**config.mk**
```make
export PLATFORM = sky130hd
export DESIGN_NAME = kuz_lin_transform
export DESIGN_NICKNAME = d
export VERILOG_FILES = /design/src/rtl/kuz_pkg.sv /design/src/rtl/kuz_r_step.sv /design/src/rtl/kuz_lin_transform.sv
export SDC_FILE = /design/constraint.sdc
export NUM_CORES = 1
export LEC_CHECK = 0
export CORE_MARGIN = 3
export CORE_UTILIZATION = 43
export DETAILED_ROUTE_END_ITERATION = 10
export PLACE_DENSITY_LB_ADDON = 0.05
export SLEW_MARGIN = 20
export SYNTH_ARGS = -nofsm -noshare
export SYNTH_HDL_FRONTEND = slang
export SYNTH_SLANG_ARGS = --single-unit
export TNS_END_PERCENT = 1
```
**constraint.sdc**
```tcl
create_clock -name clk_i -period 2.6 [get_ports clk_i]
set_input_delay 0.26 -clock clk_i [delete_from_list [all_inputs] [get_ports clk_i]]
set_output_delay 0.26 -clock clk_i [all_outputs]
set_load 0.05 [all_outputs]
```
**src/rtl/kuz_pkg.sv**
```systemverilog
// Shared types, constants and GF(2^8) helper for the Kuznyechik linear layer.
// Field: GF(2^8) modulo x^8+x^7+x^6+x+1 (0x1C3). Addition is XOR.
package kuz_pkg;

  typedef logic [127:0] block_t;
  typedef logic [7:0]   byte_t;

  // Low byte of 0x1C3; the x^8 term is implied by the carry out of bit 7.
  localparam byte_t GF_POLY = 8'hC3;

  // l-function coefficients. Index 0 multiplies a15 and index 15 multiplies a0.
  localparam byte_t L_COEF [16] = '{
    8'd148, 8'd32,  8'd133, 8'd16,  8'd194, 8'd192, 8'd1,   8'd251,
    8'd1,   8'd192, 8'd194, 8'd16,  8'd133, 8'd32,  8'd148, 8'd1
  };

  typedef enum logic [1:0] {
    IDLE = 2'd0,
    BUSY = 2'd1,
    DONE = 2'd2
  } state_e;

  // Shift-and-add multiply. When b is a constant, synthesis folds this into
  // a small XOR network.
  function automatic byte_t gf_mul(input byte_t a, input byte_t b);
    byte_t p;
    byte_t x;
    p = '0;
    x = a;
    for (int i = 0; i < 8; i++) begin
      if (b[i]) p = p ^ x;
      x = x[7] ? ({x[6:0], 1'b0} ^ GF_POLY) : {x[6:0], 1'b0};
    end
    return p;
  endfunction

endpackage

```
**src/rtl/kuz_r_step.sv**
```systemverilog
// One combinational Kuznyechik R step:
//   R(a15..a0) = l(a15..a0) || a15..a1
// i.e. shift the block right by one byte and place l() in the top byte.
// Ports:
//   blk_i  128-bit input block (a15 = [127:120], a0 = [7:0])
//   blk_o  128-bit R(blk_i)
module kuz_r_step
  import kuz_pkg::*;
(
  input  logic [127:0] blk_i,
  output logic [127:0] blk_o
);

  byte_t l_byte;

  // Byte a(15-i) sits at [8*(15-i) +: 8] and takes coefficient L_COEF[i].
  always_comb begin
    l_byte = '0;
    for (int i = 0; i < 16; i++) begin
      l_byte = l_byte ^ gf_mul(blk_i[8*(15-i) +: 8], L_COEF[i]);
    end
  end

  assign blk_o = {l_byte, blk_i[127:8]};

endmodule

```
**src/rtl/kuz_lin_transform.sv**
```systemverilog
// Kuznyechik linear transformation L = R^16, computed iteratively with RPC
// chained R steps per clock (latency 16/RPC cycles).
// Ports:
//   clk_i    system clock (rising edge)
//   rstn_i   asynchronous active-low reset
//   valid_i  input block valid
//   ready_o  block can be accepted (IDLE, or DONE while ready_i is high)
//   data_i   input block, a15 = [127:120], a0 = [7:0]
//   valid_o  result valid (DONE)
//   ready_i  downstream accepts result
//   data_o   L(data_i), driven straight from the data register
// Parameter:
//   RPC      R steps per clock: 1, 2, 4, 8 or 16
module kuz_lin_transform
  import kuz_pkg::*;
#(
  parameter int RPC = 1
) (
  input  logic         clk_i,
  input  logic         rstn_i,
  input  logic         valid_i,
  output logic         ready_o,
  input  logic [127:0] data_i,
  output logic         valid_o,
  input  logic         ready_i,
  output logic [127:0] data_o
);

  localparam logic [4:0] STEP = 5'(RPC);

  state_e      state_q, state_d;
  logic [4:0]  cnt_q, cnt_d;
  block_t      data_q, data_d;

  // chain[0] is the register and chain[RPC] is the value after RPC R steps.
  block_t      chain [RPC+1];

  assign chain[0] = data_q;

  for (genvar g = 0; g < RPC; g++) begin : g_chain
    kuz_r_step u_step (
      .blk_i (chain[g]),
      .blk_o (chain[g+1])
    );
  end

  always_comb begin
    state_d = state_q;
    cnt_d   = cnt_q;
    data_d  = data_q;
    ready_o = 1'b0;
    valid_o = 1'b0;
    case (state_q)
      IDLE: begin
        ready_o = 1'b1;
        if (valid_i) begin
          data_d  = data_i;
          cnt_d   = '0;
          state_d = BUSY;
        end
      end
      BUSY: begin
        data_d = chain[RPC];
        cnt_d  = cnt_q + STEP;
        if (cnt_d == 5'd16) state_d = DONE;
      end
      DONE: begin
        valid_o = 1'b1;
        // Ready only while the result is being taken, so a new block is
        // captured on the same edge and no cycle is lost.
        ready_o = ready_i;
        if (ready_i) begin
          if (valid_i) begin
            data_d  = data_i;
            cnt_d   = '0;
            state_d = BUSY;
          end else begin
            state_d = IDLE;
          end
        end
      end
      default: begin
        state_d = IDLE;
      end
    endcase
  end

  always_ff @(posedge clk_i or negedge rstn_i) begin
    if (!rstn_i) begin
      state_q <= IDLE;
      cnt_q   <= '0;
      data_q  <= '0;
    end else begin
      state_q <= state_d;
      cnt_q   <= cnt_d;
      data_q  <= data_d;
    end
  end

  assign data_o = data_q;

endmodule

```
==> flow_metrics.tcl, run 1 <==
set metrics [dict create \
    yosysMostFrequentCell "nand2_1" \
    setup_slack_ps 105 \
    vias 8076 \
    worstMarginPinSlew_ps 589 \
    ys_types 27 \
    status "finished, final reports clean" \
    async_reset_ff_share_pct 100 \
    dieArea_um2 21700 \
    final_nets 1401 \
    synth_area_um2 8590 \
    max_cap_violations 0 \
    num_antenna_cells 0 \
    ys.flop_type "dfrtp_1" \
    grt_pass1_wl_mm 49.0 \
    grt_max_degree 100 \
    clkLatencyLatePin_ps 440 \
    antenna_found_initial 1 \
    dp_hpwl_mm 25.1 \
    pre_cts_slack_ps -56.5 \
    root_buffer "clkbuf_16" \
    die_w_um 147 \
    critical_path_class "register to register" \
    drive_gt1_share_pct 11.0 \
    drt_first_iter_violations 701 \
    fin_crit_sh_pct 96.0 \
    htreeDepth 4 \
    period_needed_ps 2500 \
    area_growth_pct 47.8 \
    clockBufferDepth 2 \
    yosysTopAreaCellShare_pct 39.3 \
    tritoncts "yes" \
    required_ps 2910 \
    ant_nets 0 \
    fin_skew_ps 8.11 \
    placed_cells 1512 \
    hp-class "primary input to asynchronous set/reset pin" \
    drt_wl_total_mm 32.6 \
    clock_sink_count 135 \
    clk_pin_slew_worst_paths_ps 60 \
    pin_count 262 \
    syn_nets 1112 \
    yosysTopAreaCell "dfrtp_1" \
    design_area_um2 12700 \
    worst_setup_path_end_kind "register" \
    gp_congestion 0.948 \
    rows 51 \
    start_util_pct 44.0 \
    syn_inst 979 \
    vias_per_cell 5.23 \
    drc 0 \
    synth-edff-count 0 \
    post_drt_wl_per_cell_um 21.1 \
    drt_pass1_iterations 5 \
    setup_violations 0 \
    ys.warnings.count 0 \
    timing_hold_violations_final 0 \
    ys_ff_latch 135 \
    grt_remaining_overflow 0 \
    dpl_cell_area_um2 12000 \
    netlist_top_cells_count "nand2_1, xnor2_1, dfrtp_1, nor2_1, a31oi_1" \
    grt_use_total_pct 30.1 \
    max_freq_mhz 401 \
    final_max_slew_viol_count 0 \
    chipHeight_um 147 \
    ys_top_cells_by_area "dfrtp_1, xnor2_1, nand2_1" \
    cp-start-kind "register" \
    cp.arrival_ps 2800 \
    numCtsBuffers 17 \
    yosysSeqAreaShare_pct 39.3 \
    final_cells 1545 \
    core_area_um2 19500 \
    port_buffers 261 \
    grt_pass1_vias 7905 \
    rsz0062_at_grt "false" \
    syn_avg_cell_area_um2 8.78 \
    relSlewSlack_pct 60.6 \
    cp_max_fo 2 \
]
## registers in the layout (all words and copies together), names as in the netlist
| signal | count |
|---|---|
| data_o | 128 |
| state_q | 2 |
| cnt_q | 5 |
## cell usage in the layout, fill, tap and decap left out
master / count
xnor2_2: 8
xnor3_2: 4
buf_4: 74
inv_6: 1
clkbuf_1: 1
buf_12: 10
nor2b_1: 2
xnor3_1: 27
nor2_1: 122
clkdlybuf4s50_1: 259
a22o_1: 3
clkbuf_16: 17
dfrtp_1: 127
nand2_4: 1
and2_4: 1
xnor2_1: 149
inv_1: 1
xor2_2: 1
nand2b_4: 1
o21ai_0: 5
clkinv_4: 1
xnor2_4: 2
nand4b_1: 1
nand3_1: 2
clkinvlp_4: 3
dfrtp_2: 8
a31oi_1: 120
clkinv_2: 2
and3_1: 8
bufinv_16: 5
a21oi_1: 10
dlygate4sd3_1: 1
xor2_1: 37
buf_6: 1
clkbuf_8: 1
nand3b_1: 1
ha_1: 1
nand2_1: 262
## per-layer routing
| metal | vias to the layer above | GRT usage [%] | wire [um] |
|---|---|---|---|
| met1 | 3894 | 43.9 | 14800 |
| met5 | - | 0 | 0 |
| met4 | 0 | 8.76 | 795 |
| met3 | 43 | 7.65 | 2600 |
| li1 | 3786 | - | - |
| met2 | 353 | 44.5 | 14400 |
## through the flow
| stage | hold WS (ps) | utilization, % | TNS (ps) |
|---|---|---|---|
| global route | 381 | 65.0 | 0 |
| finish | 356 | 65.0 | 0 |
| CTS | 369 | 64.9 | 0 |
| detailed placement | 273 | 61.5 | -56.5 |
| floorplan | -35.6 | - | 0 |
| global placement | 272 | 61.5 | 0 |
## critical path: stages, from the launching register on
cell and delay [ps]:
dfrtp_2 420, xnor2_2 180, xnor3_1 470, xnor2_2 210
xnor3_2 480, xnor3_1 360, xnor2_1 160, a21oi_1 80
## kinds of logic after synthesis
| kind of cell | after synthesis | synth area share [%] |
|---|---|---|
| xor+xnor | 228 | 29.1 |
| fa+ha+maj | 1 | 0.146 |
| buf+inv | 76 | 3.49 |
| flops | 135 | 39.3 |
| simple gates | 401 | 18.0 |
| compound gates | 138 | 9.92 |
## final timing paths
check / cells after the start / start / to / slack (ps)
worst min register to register: 1 / cnt_q[2] / cnt_q[2] / 540
worst min-delay path: 2 / rstn_i / data_o[75] / 360
worst max-delay path: 7 / data_o[46] / data_o[121] / 100
max in group asynchronous: 3 / rstn_i / data_o[43] / 1570
worst max register to register: 7 / data_o[46] / data_o[121] / 100
min in group clk_i: 3 / data_i[99] / data_o[99] / 380
## area by class of cell
class                      count  area, um^2
clock buffer                  19         443
clock inverter                12         200
fill                        1720        6830
inverter                       1        3.75
multi-input combinational    768        4960
sequential                   135        3390
tap                          265         332
timing repair buffer         345        3370
## timing repair
action                                  4_1_cts  5_1_grt
hold buffers                                  1        0
cloned                                        0        0
pin swaps                                     2        3
buffers inserted                              0        1
resized for setup                             2        3
endpoints found under the setup margin        1        2
endpoints found under the hold margin        53        0
Power of run 1 is not shown: default switching activity piles up to over one toggle a cycle in this logic, so the estimate is an artifact.
==> inputs of run 2 (changes only) <==
CORE_ASPECT_RATIO = 1.1   (was unset)
CORE_UTILIZATION = 48   (was 43)
REMOVE_ABC_BUFFERS = 1   (was unset)
clock period = 2.75 ns   (was 2.6 ns; I/O delays follow)
==> flow_metrics.tcl, run 2 (synthesized netlist as in run 1, its figures left out) <==
set metrics [dict create \
    status "finished, final reports clean" \
    start_util_pct 49.8 \
    final_common_cell "nand2_1" \
    critical_path_class "register to register" \
    num_antenna_cells 0 \
    numCtsBuffers 17 \
    cp.arrival_ps 2930 \
    tritoncts "yes" \
    max_cap_violations 0 \
    port_buffers 261 \
    grt_pass1_wl_mm 45.1 \
    relSlewSlack_pct 52.7 \
    setup_violations 0 \
    pin_count 262 \
    core_area_um2 17300 \
    chipHeight_um 146 \
    clkLatencyLatePin_ps 430 \
    gp_congestion 0.973 \
    pre_cts_slack_ps 161 \
    root_buffer "clkbuf_16" \
    worstMarginPinSlew_ps 710 \
    cts_setup_buffers 0 \
    die_w_um 134 \
    grt_pass1_vias 7754 \
    final_cell_mix "nand2_1, clkdlybuf4s50_1, xnor2_1" \
    largest_reg_flops 128 \
    grt_use_total_pct 29.9 \
    drt_wl_total_mm 29.1 \
    setup_slack_ps 162 \
    clk_pin_slew_worst_paths_ps 60 \
    max_freq_mhz 386 \
    clock_sink_count 135 \
    final_max_slew_viol_count 0 \
    vias_per_cell 5.31 \
    cp-start-kind "register" \
    cp_max_fo 2 \
    required_ps 3100 \
    worst_setup_path_end_kind "register" \
    grt_remaining_overflow 0 \
    fin_crit_sh_pct 94.1 \
    period_needed_ps 2590 \
    timing_hold_violations_final 0 \
    drive_gt1_share_pct 7.26 \
    hp-class "primary input to register" \
    drt_pass1_iterations 5 \
    ant_nets 0 \
    vias 7833 \
    final_nets 1361 \
    rsz0062_at_grt "false" \
    antenna_found_initial 0 \
    rows 50 \
    fin_skew_ps 10.9 \
    post_drt_wl_per_cell_um 19.7 \
    htreeDepth 4 \
    clockBufferDepth 2 \
    dp_hpwl_mm 21.1 \
    drc 0 \
    grt_max_degree 130 \
    area_growth_pct 42.8 \
    drt_first_iter_violations 530 \
    dieArea_um2 19500 \
]
-- run 2: cell count changes in the layout (fill, tap and decap cells not counted), moves of 2 or more --
cell	previous run	this run
buf_4	74	38
dfrtp_1	127	135
dfrtp_2	8	0
buf_12	10	5
clkinv_4	1	4
clkinvlp_4	3	1
xnor2_1	149	151
xnor2_2	8	6
-- run 2: area by class of cell --
| type | count | area [um^2] |
|---|---|---|
| Multi-Input combinational cell | 768 | 4950 |
| Clock inverter | 12 | 203 |
| Tap cell | 234 | 293 |
| Inverter | 1 | 3.75 |
| Clock buffer | 19 | 433 |
| Fill cell | 1370 | 5000 |
| Timing Repair Buffer | 305 | 3010 |
| Sequential cell | 135 | 3380 |
-- run 2: metal layers --
metal,vias up,global-route usage (%),share of wire (%)
li1,3710,-,-
met1,3769,39.7,42
met2,316,49.3,49
met3,38,6.82,7.4
met4,0,8.28,2.2
met5,-,0,0
-- run 2: path summary, 6_finish.rpt --
path,start,to,slack [ps],cells after the start
max,data_o[46],data_o[126],160,7
min,data_i[26],data_o[26],400,3
max reg2reg,data_o[46],data_o[126],160,7
min reg2reg,cnt_q[2],cnt_q[2],560,1
max in group asynchronous,rstn_i,data_o[115],1570,3
min in group asynchronous,rstn_i,data_o[50],450,2
-- run 2: what timing repair did --
| item | CTS | global route |
|---|---|---|
| endpoints found under the setup margin | 0 | 1 |
| hold endpoints to repair | 67 | 0 |
| hold buffers | 1 | 0 |
| gates resized for setup | 0 | 3 |
-- run 2: critical path: stages (launching register included) --
cell,delay (ps)
dfrtp_1,400
xnor2_2,190
xnor3_2,470
xnor2_2,200
xnor3_2,470
xor2_2,210
xnor3_1,430
a21oi_1,150
-- run 2: stage by stage --
step                utilization, %  std cells  TNS (ps)  hold WS, ps  area, um^2
floorplan                        -        904   -325850        -20.6        8300
global placement              67.2       1442         0          344       11600
detailed placement            67.2       1442         0          341       11600
CTS                           71.0       1474         0          391       12300
global route                  71.1       1474         0          415       12300
finish                        71.1       1474         0          402       12300
Power of run 2 is left out for the same reason.
==> inputs of run 3 (changes only) <==
CORE_UTILIZATION = 52   (was 48)
PLACE_DENSITY = 0.9   (was unset)
PLACE_DENSITY_LB_ADDON = unset   (was 0.05)
clock period = 3.3 ns   (was 2.75 ns; I/O delays follow)
==> flow_metrics.tcl, run 3 (synthesized netlist as in run 1, its figures left out) <==
set metrics [dict create \
    post_drt_wl_per_cell_um 20.1 \
    grt_pass1_vias 7901 \
    final_util_pct 75.2 \
    drt_wl_total_mm 28.5 \
    grt_pass1_wl_mm 44.1 \
    placed_cells 1382 \
    cp-start-kind "register" \
    num_antenna_cells 0 \
    root_buffer "clkbuf_16" \
    setup_violations 0 \
    die_w_um 129 \
    gp_congestion 1.00 \
    cts_setup_buffers 0 \
    holdBufCountCts 0 \
    status "finished with violations" \
    relSlewSlack_pct 41.9 \
    max_cap_violations 0 \
    core_area_um2 15900 \
    dpl_cell_area_um2 11400 \
    clockBufferDepth 2 \
    numCtsBuffers 17 \
    pin_count 262 \
    final_max_slew_viol_count 0 \
    vias 8023 \
    rsz0062_at_grt "false" \
    reg2regPathDepth 7 \
    cp.arrival_ps 3050 \
    chipHeight_um 141 \
    antenna_found_initial 0 \
    fin_crit_sh_pct 81.8 \
    final_nets 1334 \
    clk_pin_slew_worst_paths_ps 60 \
    timing.reg2reg.setup_slack_ps 600 \
    final_cells 1413 \
    dieArea_um2 18100 \
    design_area_um2 12000 \
    grt_remaining_overflow 0 \
    final_common_cell "nand2_1" \
    grt_max_degree 130 \
    largest_reg_flops 128 \
    port_buffers 261 \
    num-fill-cells 1103 \
    drt_pass1_iterations 5 \
    grt_use_total_pct 31.6 \
    vias_per_cell 5.68 \
    ctsResizeCount 0 \
    worst_setup_path_end_kind "register" \
    clkLatencyLatePin_ps 430 \
    worstMarginPinSlew_ps 871 \
    fin_skew_ps 8.04 \
    timing_hold_violations_final 23 \
    required_ps 3650 \
    setup_tns_ps 0 \
    dp_hpwl_mm 20.8 \
    critical_path_class "register to register" \
    rows 48 \
    drive_gt1_share_pct 5.19 \
    hold_ws_ps -27.4 \
    drt_first_iter_violations 680 \
    area_growth_pct 39.2 \
    cp_max_fo 5 \
    htreeDepth 4 \
    violations "hold timing" \
    drc 0 \
    start_util_pct 54.0 \
    max_freq_mhz 371 \
    tritoncts "yes" \
    period_needed_ps 2700 \
    final_cell_mix "nand2_1, clkdlybuf4s50_1, xnor2_1" \
    ant_nets 0 \
    hp-class "primary input to asynchronous set/reset pin" \
    clock_sink_count 135 \
]
-- run 3: changes by cell type in the layout (fill, tap and decap cells not counted), sizes merged --
cell / before / now
clkinv: 6 / 8
clkbuf: 19 / 18
dlygate4sd3: 1 / 0
bufinv: 5 / 3
clkinvlp: 1 / 2
buf: 44 / 18
-- run 3: through the flow --
step / hold WS, ps / setup slack, ps
finish: -27.4 / 602
global route: 39.9 / 483
CTS: 4.04 / 597
detailed placement: 461 / 617
global placement: 458 / 652
floorplan: 34.4 / -2130
-- run 3: critical path: stages (launching register included) --
cell and delay [ps]:
dfrtp_1 430, xnor2_1 270, xnor3_1 470, xnor2_1 230, xnor3_2 470, xor2_2 200, xnor3_1 420, a21oi_1 140
-- run 3: metal layers --
metal / global-route usage [%] / vias to the layer above / part of all wire [%]
li1: - / 3649 / -
met2: 50.8 / 443 / 48
met5: 0 / - / 0
met1: 41.1 / 3867 / 39
met4: 12.4 / 0 / 3.6
met3: 7.92 / 64 / 9.3
-- run 3: worst paths after layout --
check | start | to
max reg2reg | data_o[46] | data_o[126]
min reg2reg | cnt_q[2] | cnt_q[2]
min | rstn_i | data_o[114]
max in group asynchronous | rstn_i | data_o[44]
max | data_o[46] | data_o[126]
min in group clk_i | data_i[72] | data_o[72]
-- run 3: area by class of cell --
class	instances	area [um^2]	area share, %
clock buffer	18	439	3.67
tap	200	250	2.09
multi-input combinational	768	4930	41.2
timing repair buffer	278	2800	23.4
sequential	135	3380	28.2
clock inverter	13	156	1.31
inverter	1	3.75	0.0314
Power of run 3 is left out for the same reason.
